--- src/rtl/polyphase_splitter_if.sv ---
// Pixel-stream interface for the polyphase splitter: raster-order input beats
// in, phase-tagged beats out.
//
// Handshake: a beat transfers on a rising clk edge where valid && ready are both
// high. A source holds valid and its payload stable until the transfer. ready may
// depend combinationally on the other side's state but never on valid.
interface polyphase_splitter_if #(
    parameter int WIDTH = 16,
    parameter int CH    = 1,
    parameter int ROWS  = 224,
    parameter int COLS  = 224
);
    localparam int RW = $clog2(ROWS);
    localparam int CW = $clog2(COLS);

    logic                  in_valid;
    logic                  in_ready;
    logic [CH*WIDTH-1:0]   in_data;

    logic                  out_valid;
    logic                  out_ready;
    logic [CH*WIDTH-1:0]   out_data;
    logic [1:0]            out_phase;
    logic [RW-1:0]         out_row;
    logic [CW-1:0]         out_col;

    // master: the pixel source and output sink around the splitter
    modport master (
        output in_valid, in_data, out_ready,
        input  in_ready, out_valid, out_data, out_phase, out_row, out_col
    );

    // slave: the splitter itself
    modport slave (
        input  in_valid, in_data, out_ready,
        output in_ready, out_valid, out_data, out_phase, out_row, out_col
    );
endinterface

--- src/rtl/polyphase_splitter.sv ---
// Splits a raster pixel stream into four 2x2 polyphase sub-images (tagged beats)
// and decomposes a KSIZE x KSIZE kernel into the matching four sub-kernels.
module polyphase_splitter #(
    parameter int WIDTH = 16,
    parameter int ROWS  = 224,
    parameter int COLS  = 224,
    parameter int CH    = 1,
    parameter int KSIZE = 3,
    localparam int KH   = (KSIZE + 1) / 2
) (
    input  logic                        clk,
    input  logic                        rst,
    input  logic                        start,
    input  logic [KSIZE*KSIZE*WIDTH-1:0] kernel_in,
    polyphase_splitter_if.slave         stream,
    output logic [KH*KH*WIDTH-1:0]      k_ee,
    output logic [KH*KH*WIDTH-1:0]      k_eo,
    output logic [KH*KH*WIDTH-1:0]      k_oe,
    output logic [KH*KH*WIDTH-1:0]      k_oo,
    output logic                        kernel_valid,
    output logic                        busy,
    output logic                        done,
    output logic [2:0]                  state_dbg
);
    localparam int RW = $clog2(ROWS);
    localparam int CW = $clog2(COLS);
    localparam int KW = KH * KH * WIDTH;
    localparam logic [RW-1:0] ROW_LAST = RW'(ROWS - 1);
    localparam logic [CW-1:0] COL_LAST = CW'(COLS - 1);

    typedef enum logic [2:0] {
        S_IDLE   = 3'd0,
        S_LOAD_K = 3'd1,
        S_STREAM = 3'd2,
        S_DRAIN  = 3'd3,
        S_DONE   = 3'd4
    } state_t;

    state_t              state;
    state_t              state_nxt;
    logic                in_ready_c;
    logic                in_acc;
    logic                start_acc;
    logic                last_pix;
    logic [RW-1:0]       row_cnt;
    logic [CW-1:0]       col_cnt;
    logic                out_valid_q;
    logic [CH*WIDTH-1:0] out_data_q;
    logic [1:0]          out_phase_q;
    logic [RW-1:0]       out_row_q;
    logic [CW-1:0]       out_col_q;
    logic [4*KW-1:0]     sub_k;
    logic [4*KW-1:0]     k_q;
    logic                kv_q;

    assign start_acc = (state == S_IDLE) && start;
    assign in_acc    = stream.in_valid && in_ready_c;
    assign last_pix  = (row_cnt == ROW_LAST) && (col_cnt == COL_LAST);

    always_ff @(posedge clk or posedge rst) begin
        if (rst) state <= S_IDLE;
        else     state <= state_nxt;
    end

    // DRAIN leaves as soon as the output register is empty or empties this edge.
    always_comb begin
        state_nxt = state;
        case (state)
            S_IDLE:   if (start) state_nxt = S_LOAD_K;
            S_LOAD_K: state_nxt = S_STREAM;
            S_STREAM: if (in_acc && last_pix) state_nxt = S_DRAIN;
            S_DRAIN:  if (!out_valid_q || stream.out_ready) state_nxt = S_DONE;
            S_DONE:   state_nxt = S_IDLE;
            default:  state_nxt = S_IDLE;
        endcase
    end

    always_comb begin
        busy       = 1'b0;
        done       = 1'b0;
        in_ready_c = 1'b0;
        case (state)
            S_LOAD_K: busy = 1'b1;
            S_STREAM: begin
                busy       = 1'b1;
                in_ready_c = !out_valid_q || stream.out_ready;
            end
            S_DRAIN:  busy = 1'b1;
            S_DONE:   done = 1'b1;
            default:  ;
        endcase
    end

    assign state_dbg = state;

    always_ff @(posedge clk or posedge rst) begin
        if (rst) begin
            row_cnt <= '0;
            col_cnt <= '0;
        end else if (start_acc) begin
            row_cnt <= '0;
            col_cnt <= '0;
        end else if (in_acc) begin
            if (col_cnt == COL_LAST) begin
                col_cnt <= '0;
                row_cnt <= (row_cnt == ROW_LAST) ? '0 : row_cnt + 1'b1;
            end else begin
                col_cnt <= col_cnt + 1'b1;
            end
        end
    end

    // Single-entry output register; refilled on the same edge it drains.
    always_ff @(posedge clk or posedge rst) begin
        if (rst) begin
            out_valid_q <= 1'b0;
            out_data_q  <= '0;
            out_phase_q <= '0;
            out_row_q   <= '0;
            out_col_q   <= '0;
        end else if (in_acc) begin
            out_valid_q <= 1'b1;
            out_data_q  <= stream.in_data;
            out_phase_q <= {row_cnt[0], col_cnt[0]};
            out_row_q   <= row_cnt >> 1;
            out_col_q   <= col_cnt >> 1;
        end else if (stream.out_ready) begin
            out_valid_q <= 1'b0;
        end
    end

    assign stream.in_ready  = in_ready_c;
    assign stream.out_valid = out_valid_q;
    assign stream.out_data  = out_data_q;
    assign stream.out_phase = out_phase_q;
    assign stream.out_row   = out_row_q;
    assign stream.out_col   = out_col_q;

    // Sub-kernel pq tap (i,j) comes from kernel tap (2i+p, 2j+q); taps past the edge are zero.
    for (genvar p = 0; p < 2; p++) begin : g_p
        for (genvar q = 0; q < 2; q++) begin : g_q
            for (genvar i = 0; i < KH; i++) begin : g_i
                for (genvar j = 0; j < KH; j++) begin : g_j
                    localparam int KR  = 2 * i + p;
                    localparam int KC  = 2 * j + q;
                    localparam int DST = (p * 2 + q) * KW + (i * KH + j) * WIDTH;
                    if (KR < KSIZE && KC < KSIZE) begin : g_tap
                        assign sub_k[DST +: WIDTH] = kernel_in[(KR * KSIZE + KC) * WIDTH +: WIDTH];
                    end else begin : g_pad
                        assign sub_k[DST +: WIDTH] = '0;
                    end
                end
            end
        end
    end

    always_ff @(posedge clk or posedge rst) begin
        if (rst) begin
            k_q  <= '0;
            kv_q <= 1'b0;
        end else if (start_acc) begin
            kv_q <= 1'b0;
        end else if (state == S_LOAD_K) begin
            k_q  <= sub_k;
            kv_q <= 1'b1;
        end
    end

    assign k_ee         = k_q[0*KW +: KW];
    assign k_eo         = k_q[1*KW +: KW];
    assign k_oe         = k_q[2*KW +: KW];
    assign k_oo         = k_q[3*KW +: KW];
    assign kernel_valid = kv_q;
endmodule

--- src/flat_wrapper.sv ---
// flat-port wrapper written by rule: the top's interface ports become plain ports
module polyphase_splitter_flat 
#(
    parameter int WIDTH = 16,
    parameter int ROWS  = 224,
    parameter int COLS  = 224,
    parameter int CH    = 1,
    parameter int KSIZE = 3,
    localparam int KH   = (KSIZE + 1) / 2
)
  (clk, rst, start, kernel_in, k_ee, k_eo, k_oe, k_oo, kernel_valid, busy, done, state_dbg, stream_in_valid, stream_in_data, stream_out_ready, stream_in_ready, stream_out_valid, stream_out_data, stream_out_phase, stream_out_row, stream_out_col);
  polyphase_splitter_if #(.WIDTH(WIDTH), .CH(CH), .ROWS(ROWS), .COLS(COLS)) stream_i ();
  input  logic clk;
  input  logic rst;
  input  logic start;
  input  logic [KSIZE*KSIZE*WIDTH-1:0] kernel_in;
  output logic [KH*KH*WIDTH-1:0] k_ee;
  output logic [KH*KH*WIDTH-1:0] k_eo;
  output logic [KH*KH*WIDTH-1:0] k_oe;
  output logic [KH*KH*WIDTH-1:0] k_oo;
  output logic kernel_valid;
  output logic busy;
  output logic done;
  output logic [2:0] state_dbg;
  input wire logic [$bits(stream_i.in_valid)-1:0] stream_in_valid;
  input wire logic [$bits(stream_i.in_data)-1:0] stream_in_data;
  input wire logic [$bits(stream_i.out_ready)-1:0] stream_out_ready;
  output wire logic [$bits(stream_i.in_ready)-1:0] stream_in_ready;
  output wire logic [$bits(stream_i.out_valid)-1:0] stream_out_valid;
  output wire logic [$bits(stream_i.out_data)-1:0] stream_out_data;
  output wire logic [$bits(stream_i.out_phase)-1:0] stream_out_phase;
  output wire logic [$bits(stream_i.out_row)-1:0] stream_out_row;
  output wire logic [$bits(stream_i.out_col)-1:0] stream_out_col;
  assign stream_i.in_valid = stream_in_valid;
  assign stream_i.in_data = stream_in_data;
  assign stream_i.out_ready = stream_out_ready;
  assign stream_in_ready = stream_i.in_ready;
  assign stream_out_valid = stream_i.out_valid;
  assign stream_out_data = stream_i.out_data;
  assign stream_out_phase = stream_i.out_phase;
  assign stream_out_row = stream_i.out_row;
  assign stream_out_col = stream_i.out_col;
  polyphase_splitter #(.WIDTH(WIDTH), .ROWS(ROWS), .COLS(COLS), .CH(CH), .KSIZE(KSIZE)) u_core (.clk(clk), .rst(rst), .start(start), .kernel_in(kernel_in), .stream(stream_i), .k_ee(k_ee), .k_eo(k_eo), .k_oe(k_oe), .k_oo(k_oo), .kernel_valid(kernel_valid), .busy(busy), .done(done), .state_dbg(state_dbg));
endmodule
--- config.mk ---
export PLATFORM = sky130hd
export DESIGN_NAME = polyphase_splitter_flat
export DESIGN_NICKNAME = d
export VERILOG_FILES = /design/src/rtl/polyphase_splitter_if.sv /design/src/rtl/polyphase_splitter.sv /design/src/flat_wrapper.sv
export SDC_FILE = /design/constraint.sdc
export NUM_CORES = 1
export LEC_CHECK = 0
export ABC_AREA = 1
export BUFFER_PORTS_ARGS = -buffer_cell sky130_fd_sc_hd__buf_2
export CORE_AREA = 2 2 180 182
export CTS_CLUSTER_DIAMETER = 150
export DETAILED_ROUTE_END_ITERATION = 8
export DIE_AREA = 0 0 182 184
export GPL_TIMING_DRIVEN = 0
export MAX_ROUTING_LAYER = met4
export PLACE_DENSITY = 0.51
export SLEW_MARGIN = 20
export SYNTH_ARGS = -nofsm -noshare
export SYNTH_HDL_FRONTEND = slang
export SYNTH_SLANG_ARGS = --single-unit
--- constraint.sdc ---
create_clock -name clk -period 6.7 [get_ports clk]
set_clock_uncertainty 0.15 [all_clocks]
set_input_delay 0 -clock clk [delete_from_list [all_inputs] [get_ports clk]]
set_output_delay 0 -clock clk [all_outputs]
set_load 0.01 [all_outputs]
==> flow_summary.json, run 1 <==
{
  "outcome": "completed",
  "ys_seq_elements": 197,
  "fp-row-count": 65,
  "worstRegToRegCells": 8,
  "maxCapViolations": 0,
  "hold_class": "in2reg",
  "hp-start": "stream_in_data[3]",
  "vdd_drop_max_mv": 0.1646,
  "cp-end-kind": "flop",
  "synth_xor_area_share_pct": 0.1996,
  "reg2reg_slack_ns": 4.52,
  "nets": 1539,
  "synth-warning-count": 0,
  "clk_latency_ns": 0.44,
  "syn_inst": 723,
  "grt.total_usage_pct": 14.72,
  "grt_overflow_total": 0,
  "fp.dieH_um": 184,
  "timing.rr.end": "u_core.state_dbg[0]$_DFFE_PP0P_",
  "crit_path_max_fanout": 4,
  "antenna_found_initial": 1,
  "synth.top_cells.by_count": "dfrtp_1, mux2_2, nand2_1",
  "synth_top_family_by_area": "multiplexers",
  "power.density_mw_per_mm2": 391.8,
  "grt_pass1_vias": 7082,
  "grt_pass1_wl_um": 37710,
  "finalHoldViolCount": 0,
  "grt_max_degree": 100,
  "layout_min_cycle_time_ns": 2.176,
  "htree_levels": 4,
  "worst-setup-path-type": "reg2reg",
  "leakage_nw": 7.148,
  "holdPathStages": 4,
  "tightest_slew_ns": 0.5204,
  "die_w_um": 182,
  "core_area_mm2": 0.03139,
  "drive_above_1_share_pct": 49.53,
  "register_area_mm2": 0.004930,
  "yosysTopAreaCellShare_pct": 56.17,
  "postLayoutCoreUtil_pct": 43.95,
  "place_congestion": 0.7825,
  "synth_fa_ha_area_share_pct": 0.2851,
  "crit_cells": 8,
  "cts_setup_buffers": 0,
  "cp-start-kind": "flop",
  "dp_hpwl_um": 18010,
  "slew_headroom_pct": 65.30,
  "synth_compound_area_share_pct": 1.839,
  "synth_edf_count": 0,
  "ys.flop_type": "dfrtp_1",
  "min_to": "u_core.stream.out_data[3]$_DFFE_PP0P_",
  "postCtsHoldBufs": 167,
  "path_clk_slew_ns": 0.08,
  "syn_area_mm2": 0.008777,
  "synth.area.mux_share_pct": 18.47,
  "rr_startpoint": "u_core.row_cnt[1]$_DFFE_PP0P_",
  "required_ns": 6.93,
  "cts_tree": "built",
  "worst_path_largest_cell_delay_ns": 0.56,
  "async_reset_ff_share_pct": 100.0,
  "yosysMostFrequentCell": "dfrtp_1",
  "root_buffer": "clkbuf_16",
  "finalWirelength_um": 24550,
  "die_area_mm2": 0.03349,
  "drt_iter0_drc": 237,
  "max_freq_ghz": 0.4597,
  "synth.area.top_cells": "dfrtp_1, mux2_2, buf_4",
  "drcViolationCount": 0,
  "path_buf_inv": 1,
  "cp_common_cell": "nand3_1",
  "post_synth_num_cell_types": 33,
  "slew_viol_final": 0,
  "fin_crit_sh_pct": 32.47,
  "rsz0062_at_grt": "false",
  "cp.arrival_ns": 2.41,
  "crit_chain": "ha_1 > nand3_1 > nor2_1 > nand3_1 > nand2_1 > nand3_1 > dlygate4sd3_1 > nand2_1",
  "routed_via_density": 3.888,
  "io_pins": 463,
  "clockBufferDepth": 2,
  "final_area_mm2": 0.01380,
  "setup_viol": 0,
  "postSynthAreaPerCell_um2": 12.14,
  "firstDrtPassIters": 4,
  "multiInputGateArea_mm2": 0.003053,
  "numCtsBuffers": 17,
  "antenna_left": 0,
  "place_area_mm2": 0.01151,
  "holdWs_ns": 0.1347,
  "initial_core_util_pct": 27.96,
  "slowest_stage": "dlygate4sd3_1",
  "synthSimpleGateAreaFrac_pct": 9.109,
  "ys_seq_area_share_pct": 56.17,
  "power_mw": 5.406,
  "area_growth_pct": 57.19,
  "vias": 6952,
  "fillCellCount": 2980,
  "cts_resized": 0,
  "portBuffers": 348,
  "crit_family": "simple AND/OR/NAND/NOR gates",
  "yosys.area.top_type": "dfrtp_1",
  "cts.sinks": 197,
  "wl_per_cell_um": 13.73
}
[state kept, by name (all words and copies together) (netlist names)]
signal,cells
u_core.stream.out_row,7
u_core.row_cnt,8
u_core.state_dbg,3
u_core.stream.out_col,7
u_core.stream.out_data,16
u_core.stream.out_valid,1
u_core.kernel_valid,1
u_core.k_q,144
u_core.col_cnt,8
u_core.stream.out_phase,2
[metrics by stage]
stage	TNS, ns	setup slack [ns]	instances
floorplan	0	1.181	836
global placement	-298.58	-1.548	1586
detailed placement	0	4.892	1588
CTS	0	4.503	1787
global route	0	4.373	1788
finish	0	4.524	1788
[tightest hold or removal path: stages]
cell           delay (ns)
dlygate4sd3_1        0.51
buf_2                0.09
nand2_1              0.04
nand2_1              0.05
[report_power, final]
part	leakage (nW)	internal (mW)	switching [mW]
combinational	4.48	1.18	1.14
sequential	2.38	1.74	0.272
clock	0.295	0.569	0.510
[layout by cell type, fill, tap and decap left out, types with 3 or more instances in the layout]
cell,count
buf_2,351
dfrtp_1,197
dlygate4sd3_1,167
mux2_2,144
nand2_1,125
buf_4,118
conb_1,114
inv_1,28
nor2_1,18
clkbuf_16,17
o21ai_0,16
buf_6,15
nand3_1,14
inv_8,5
a21oi_1,5
inv_6,4
o21ai_2,4
nor3_1,3
nor2_2,3
nand4_1,3
nand2_4,3
clkinv_4,3
[per-layer routing]
| metal | wire length (um) | track usage (%) |
|---|---|---|
| met5 | 0 | - |
| met4 | 284 | 4.161 |
| met3 | 1468 | 3.387 |
| met2 | 12560 | 25.69 |
| met1 | 10230 | 16.98 |
[layout make-up]
type                            instances  share of cell area (%)
Antenna cell                            1                 0.01814
Buffer                                138                   7.926
Clock buffer                           17                   3.083
Clock inverter                         15                   1.369
Inverter                               32                  0.9613
Multi-Input combinational cell        469                   22.13
Sequential cell                       197                   35.73
Tap cell                              402                   3.646
Timing Repair Buffer                  517                   25.14
[worst max-delay path by stage]
stage | to | slack (ns) | start
floorplan | u_core.col_cnt[0]$_DFFE_PP0P_ | 1.18 | rst
global placement | u_core.k_q[71]$_DFFE_PP0P_ | -1.55 | rst
detailed placement | u_core.k_q[31]$_DFFE_PP0P_ | 4.89 | u_core.state_dbg[2]$_DFFE_PP0P_
CTS | u_core.state_dbg[0]$_DFFE_PP0P_ | 4.50 | u_core.row_cnt[1]$_DFFE_PP0P_
global route | u_core.state_dbg[0]$_DFFE_PP0P_ | 4.37 | u_core.row_cnt[0]$_DFFE_PP0P_
finish | u_core.state_dbg[0]$_DFFE_PP0P_ | 4.52 | u_core.row_cnt[1]$_DFFE_PP0P_
[cells by family after synthesis]
| logic type | after synthesis |
|---|---|
| AOI/OAI and AO/OA | 28 |
| buffers and inverters | 170 |
| other | 1 |
| muxes | 144 |
| adders and majority gates | 2 |
| xor gates and xnor gates | 2 |
| and+or+nand+nor | 179 |
| DFF | 197 |
(Power assumes the default switching activity.)
==> run 2: changes to the inputs <==
--- a/config.mk
+++ b/config.mk
@@ -13,7 +13,7 @@
 export DIE_AREA = 0 0 182 184
 export GPL_TIMING_DRIVEN = 0
 export MAX_ROUTING_LAYER = met4
-export PLACE_DENSITY = 0.51
+export PLACE_DENSITY = 0.53
 export SLEW_MARGIN = 20
 export SYNTH_ARGS = -nofsm -noshare
 export SYNTH_HDL_FRONTEND = slang
==> constraint.sdc (replaced) <==
create_clock -name clk -period 1.85 [get_ports clk]
set_clock_uncertainty 0.15 [all_clocks]
set_input_delay 0 -clock clk [delete_from_list [all_inputs] [get_ports clk]]
set_output_delay 0 -clock clk [all_outputs]
set_load 0.01 [all_outputs]
==> run 2 against run 1 <==
  * Critical path depth up 2
  * First-iteration DRC count down 19%
  * Die area unchanged
  * Sequential cell count is the same
  * Worst hold slack worse by 0.011 ns
  * Maximum frequency is 25% higher
  * Combinational power increased to 3.7 times the previous value
==> flow_summary.json, run 2 (synthesis gave the netlist of run 1 again) <==
{
  "rr_startpoint": "u_core.state_dbg[2]$_DFFE_PP0P_",
  "startpoint": "u_core.state_dbg[2]$_DFFE_PP0P_",
  "slew_headroom_pct": 47.00,
  "core_area_mm2": 0.03139,
  "setup_viol": 0,
  "drt_iter0_drc": 191,
  "setup_slack_ns": 0.1136,
  "clk_latency_ns": 0.44,
  "layout_min_cycle_time_ns": 1.736,
  "required_ns": 2.04,
  "maxCapViolations": 0,
  "worstRegToRegCells": 10,
  "numCtsBuffers": 17,
  "power.density_mw_per_mm2": 1399,
  "portBuffers": 348,
  "tightest_slew_ns": 0.7925,
  "cts.sinks": 197,
  "firstDrtPassIters": 4,
  "post-place-ws_ns": 0.06062,
  "initial_core_util_pct": 27.96,
  "grt.total_usage_pct": 15.00,
  "clockBufferDepth": 2,
  "power_frac_seq_pct": 37.2,
  "die_w_um": 182,
  "finalHoldViolCount": 0,
  "cp-end-kind": "flop",
  "grt_pass1_vias": 7146,
  "holdPathStages": 4,
  "nets": 1550,
  "worst-setup-path-type": "reg2reg",
  "area_growth_pct": 59.02,
  "dp_cells": 1593,
  "antenna_found_initial": 0,
  "drcViolationCount": 0,
  "io_pins": 463,
  "largest_reg_flops": 144,
  "postLayoutCoreUtil_pct": 44.46,
  "drive_above_1_share_pct": 50.29,
  "slew_viol_final": 0,
  "cp-start-kind": "flop",
  "fp.dieH_um": 184,
  "root_buffer": "clkbuf_16",
  "grt_pass1_wl_um": 38050,
  "antenna_left": 0,
  "hp-start": "stream_in_data[13]",
  "cts_tree": "built",
  "tns_ns": 0,
  "fin_crit_sh_pct": 93.86,
  "wl_per_cell_um": 13.77,
  "fp-row-count": 65,
  "fillCellCount": 2942,
  "grt_max_degree": 31,
  "die_area_mm2": 0.03349,
  "htree_levels": 4,
  "rsz0062_at_grt": "false",
  "mostFrequentLayoutCells": "buf_2, dfrtp_1, dlygate4sd3_1, mux2_2, nand2_1",
  "hold_class": "in2reg",
  "crit_path_max_fanout": 10,
  "layout_commonest_cell": "buf_2",
  "outcome": "completed",
  "max_flop_register": "u_core.k_q",
  "holdWs_ns": 0.1235,
  "vdd_drop_max_mv": 0.6307,
  "finalWirelength_um": 24750,
  "antenna_cells": 0,
  "grt_overflow_total": 0,
  "vias": 7002,
  "comb_power_share_pct": 43.9,
  "place_congestion": 0.7482,
  "internal-power_mw": 12.50,
  "routed_via_density": 3.894,
  "dp_hpwl_um": 18380,
  "clockPowerShare_pct": 18.9,
  "max_freq_ghz": 0.5759,
  "path_clk_slew_ns": 0.08,
  "cp.arrival_ns": 1.92,
  "instances_no_fill": 1798,
  "swShare_pct": 36.02,
  "leakage_nw": 7.214,
  "p_sw_mw": 7.036
}
run 2: cell count changes in the layout (fill, tap and decap cells not counted), sizes merged:
cell | previous run | this run
clkinvlp | 2 | 3
diode | 1 | 0
clkinv | 4 | 5
buf | 487 | 498
bufinv | 2 | 0
run 2: layout make-up:
type / count / area (um^2) / area share (%)
inverters: 32 / 131.4 / 0.9413
clock buffers: 17 / 425.4 / 3.048
repair buffers: 528 / 3616 / 25.91
clock inverters: 15 / 161.4 / 1.156
plain buffers: 138 / 1114 / 7.979
well taps: 402 / 503.0 / 3.604
flip-flops and latches: 197 / 4933 / 35.35
multi-input cells: 469 / 3073 / 22.02
run 2: timing repair:
| action | CTS | global route |
|---|---|---|
| hold endpoints to repair | 258 | 0 |
| resized for setup | 7 | 7 |
| pin swaps | 0 | 2 |
| hold buffers | 167 | 0 |
| setup endpoints to repair | 1 | 12 |
| buffers inserted | 2 | 4 |
run 2: worst paths after layout:
kind	slack, ns	to
hold / removal	0.12	u_core.stream.out_data[13]$_DFFE_PP0P_
hold reg to reg	0.33	u_core.stream.out_col[4]$_DFFE_PP0P_
min in group asynchronous	0.56	u_core.stream.out_data[3]$_DFFE_PP0P_
setup reg to reg	0.11	u_core.row_cnt[2]$_DFFE_PP0P_
setup / recovery	0.11	u_core.row_cnt[2]$_DFFE_PP0P_
max in group asynchronous	0.31	u_core.k_q[99]$_DFFE_PP0P_
run 2: through the flow:
stage / power (mW) / cell area, um^2
floorplan: 12.26 / 9205
global placement: 15.39 / 11450
detailed placement: 15.57 / 11600
CTS: 19.72 / 13900
global route: 20.90 / 13960
finish: 19.53 / 13960
run 2: per-layer routing:
metal  global-route usage [%]  share of wire, %
met1                    16.92                40
met2                    26.38                52
met3                    3.744               5.7
met4                    4.355               1.4
met5                        -                 0
run 2: power groups by stage:
stage	clock, mW	combinational (mW)	sequential (mW)
final	3.70	8.57	7.27
after CTS	3.87	8.60	7.25
after floorplan	0	4.00	8.26
after global placement	0	8.10	7.29
after detailed placement	0	8.22	7.34
after global routing	4.04	9.30	7.56
run 2: critical path, cell delays in order (launching register included):
cell     delay (ns)
dfrtp_2        0.42
buf_4          0.16
nor2_4         0.14
nand3_4        0.16
inv_6          0.12
nor2_8         0.05
inv_2          0.07
nand2_4        0.08
buf_12         0.15
nand2_1        0.07
o21ai_2        0.05
==> run 3: changes to the inputs <==
--- a/config.mk
+++ b/config.mk
@@ -7,13 +7,13 @@
 export LEC_CHECK = 0
 export ABC_AREA = 1
 export BUFFER_PORTS_ARGS = -buffer_cell sky130_fd_sc_hd__buf_2
-export CORE_AREA = 2 2 180 182
+export CORE_AREA = 2 2 178 180
 export CTS_CLUSTER_DIAMETER = 150
 export DETAILED_ROUTE_END_ITERATION = 8
-export DIE_AREA = 0 0 182 184
+export DIE_AREA = 0 0 180 182
 export GPL_TIMING_DRIVEN = 0
 export MAX_ROUTING_LAYER = met4
-export PLACE_DENSITY = 0.53
+export PLACE_DENSITY = 0.54
 export SLEW_MARGIN = 20
 export SYNTH_ARGS = -nofsm -noshare
 export SYNTH_HDL_FRONTEND = slang
==> run 3 against run 2 <==
  * First-iteration DRC count grew 6.8%
  * Non-clock buffer count shrank 2
  * Clock power shrank 4%
  * Cell count is essentially flat
  * Worst setup slack lost 0.0030 ns
  * Sequential share of layout area grew 0.19 points
  * Largest power group unchanged
  * Highest routed layer unchanged
==> flow_summary.json, run 3 (synthesis gave the netlist of run 1 again) <==
{
  "antenna_found_initial": 2,
  "antenna_left": 0,
  "mostFrequentLayoutCells": "buf_2, dfrtp_1, dlygate4sd3_1, mux2_2, nand2_1",
  "power.density_mw_per_mm2": 1398,
  "root_buffer": "clkbuf_16",
  "drt_iter0_drc": 204,
  "routed_via_density": 3.945,
  "rsz0062_at_grt": "false",
  "drcViolationCount": 0,
  "portBuffers": 348,
  "cp.arrival_ns": 1.59,
  "finalHoldViolCount": 0,
  "fin_crit_sh_pct": 94.02,
  "firstDrtPassIters": 4,
  "grt.total_usage_pct": 15.48,
  "clk_latency_ns": 0.43,
  "grt_pass1_vias": 7082,
  "nets": 1548,
  "tns_ns": 0,
  "io_pins": 463,
  "crit_chain": "inv_4 > nand3_4 > buf_12 > o21ai_0 > inv_1 > nand2_1 > buf_2",
  "cts.sinks": 197,
  "vdd_drop_max_mv": 0.6086,
  "area_growth_pct": 58.15,
  "clockBufferDepth": 2,
  "outcome": "completed",
  "initial_core_util_pct": 28.33,
  "setup_viol": 0,
  "place_congestion": 0.7880,
  "grt_pass1_wl_um": 38720,
  "core_area_mm2": 0.03099,
  "grt_max_degree": 33,
  "wl_met2_um": 12750,
  "grt_overflow_total": 0,
  "fp-row-count": 65,
  "htree_levels": 4,
  "largest_reg_flops": 144,
  "fillCellCount": 2893,
  "max_flop_register": "u_core.k_q",
  "register_area_mm2": 0.004933,
  "routed.top_layer": "met4",
  "instances_no_fill": 1797,
  "max_freq_ghz": 0.5749,
  "dp_hpwl_um": 18570,
  "dp_cells": 1593,
  "worst-setup-path-type": "reg2out",
  "maxCapViolations": 0,
  "wl_met3_um": 1451,
  "crit_path_max_fanout": 10,
  "slew_viol_final": 0,
  "hold_class": "in2async",
  "wl_met1_um": 10120,
  "cp-end-kind": "output pin",
  "die_area_mm2": 0.03276,
  "vias": 7090,
  "path_buf_inv": 4,
  "power_mw": 19.40,
  "multiInputGateArea_mm2": 0.003070,
  "required_ns": 1.70,
  "wl_per_cell_um": 13.88,
  "numCtsBuffers": 17,
  "die_w_um": 180,
  "layout_min_cycle_time_ns": 1.739,
  "fp.dieH_um": 182,
  "slowest_stage": "dfrtp_2",
  "crit_family": "buffers and inverters",
  "layout_commonest_cell": "buf_2",
  "finalWirelength_um": 24950,
  "drive_above_1_share_pct": 50.32,
  "cts_tree": "built",
  "worst_path_largest_cell_delay_ns": 0.44,
  "leakage_nw": 7.179,
  "path_clk_slew_ns": 0.08,
  "cp-start-kind": "flop"
}
run 3: power breakdown:
group / switching, mW / internal [mW] / total [mW] / leakage [nW]
clock network: 1.81 / 1.76 / 3.57 / 0.263
registers: 1.01 / 6.31 / 7.32 / 2.37
logic: 4.17 / 4.34 / 8.51 / 4.54
total: 6.99 / 12.4 / 19.4 / 7.18
run 3: worst min-delay path, cell delays in order:
cell and delay (ns):
dlygate4sd3_1 0.55, buf_2 0.14, clkinvlp_4 0.13, buf_16 0.19
run 3: routing by layer:
layer / GRT usage [%] / vias to the layer above
met3: 3.650 / 32
met2: 26.41 / 258
met1: 17.56 / 3352
met4: 6.146 / 0
met5: - / -
li1: - / 3448
run 3: final cells by class:
type / count / share of cell area [%]
flip-flops and latches: 197 / 35.54
repair buffers: 526 / 25.83
multi-input cells: 469 / 22.12
plain buffers: 138 / 7.968
well taps: 402 / 3.624
clock buffers: 17 / 3.065
inverters: 32 / 0.9465
clock inverters: 14 / 0.8653
diodes: 2 / 0.03606
run 3: timing repair:
| action | CTS | global route |
|---|---|---|
| endpoints found under the hold margin | 290 | 0 |
| pin swaps | 0 | 3 |
| buffers inserted | 0 | 6 |
| resized for setup | 3 | 8 |
| endpoints found under the setup margin | 1 | 5 |
| hold buffers | 165 | 0 |
run 3: per-stage QoR:
stage | setup slack, ns | area (um^2) | util (%) | hold slack (ns)
final | 0.1107 | 13880 | 44.80 | 0.07608
after CTS | 0.004340 | 13800 | 44.54 | 0.03936
after floorplan | -0.8464 | 9205 | - | -0.04038
after detailed placement | 0.09156 | 11600 | 37.43 | -0.1685
after global routing | 0.007820 | 13880 | 44.80 | 0.07202
after global placement | -2.290 | 11450 | 36.95 | 0.04458
run 3: final timing paths:
path	from	end	slack [ns]	cells after the start
max	u_core.state_dbg[1]$_DFFE_PP0P_	busy	0.11	7
min	rst	u_core.k_q[66]$_DFFE_PP0P_	0.08	4
max reg2reg	u_core.col_cnt[1]$_DFFE_PP0P_	u_core.row_cnt[2]$_DFFE_PP0P_	0.14	9
min reg2reg	u_core.kernel_valid$_DFFE_PP0P_	u_core.kernel_valid$_DFFE_PP0P_	0.33	2
max in group asynchronous	rst	u_core.stream.out_data[0]$_DFFE_PP0P_	0.61	7
min in group clk	stream_in_data[7]	u_core.stream.out_data[7]$_DFFE_PP0P_	0.14	4
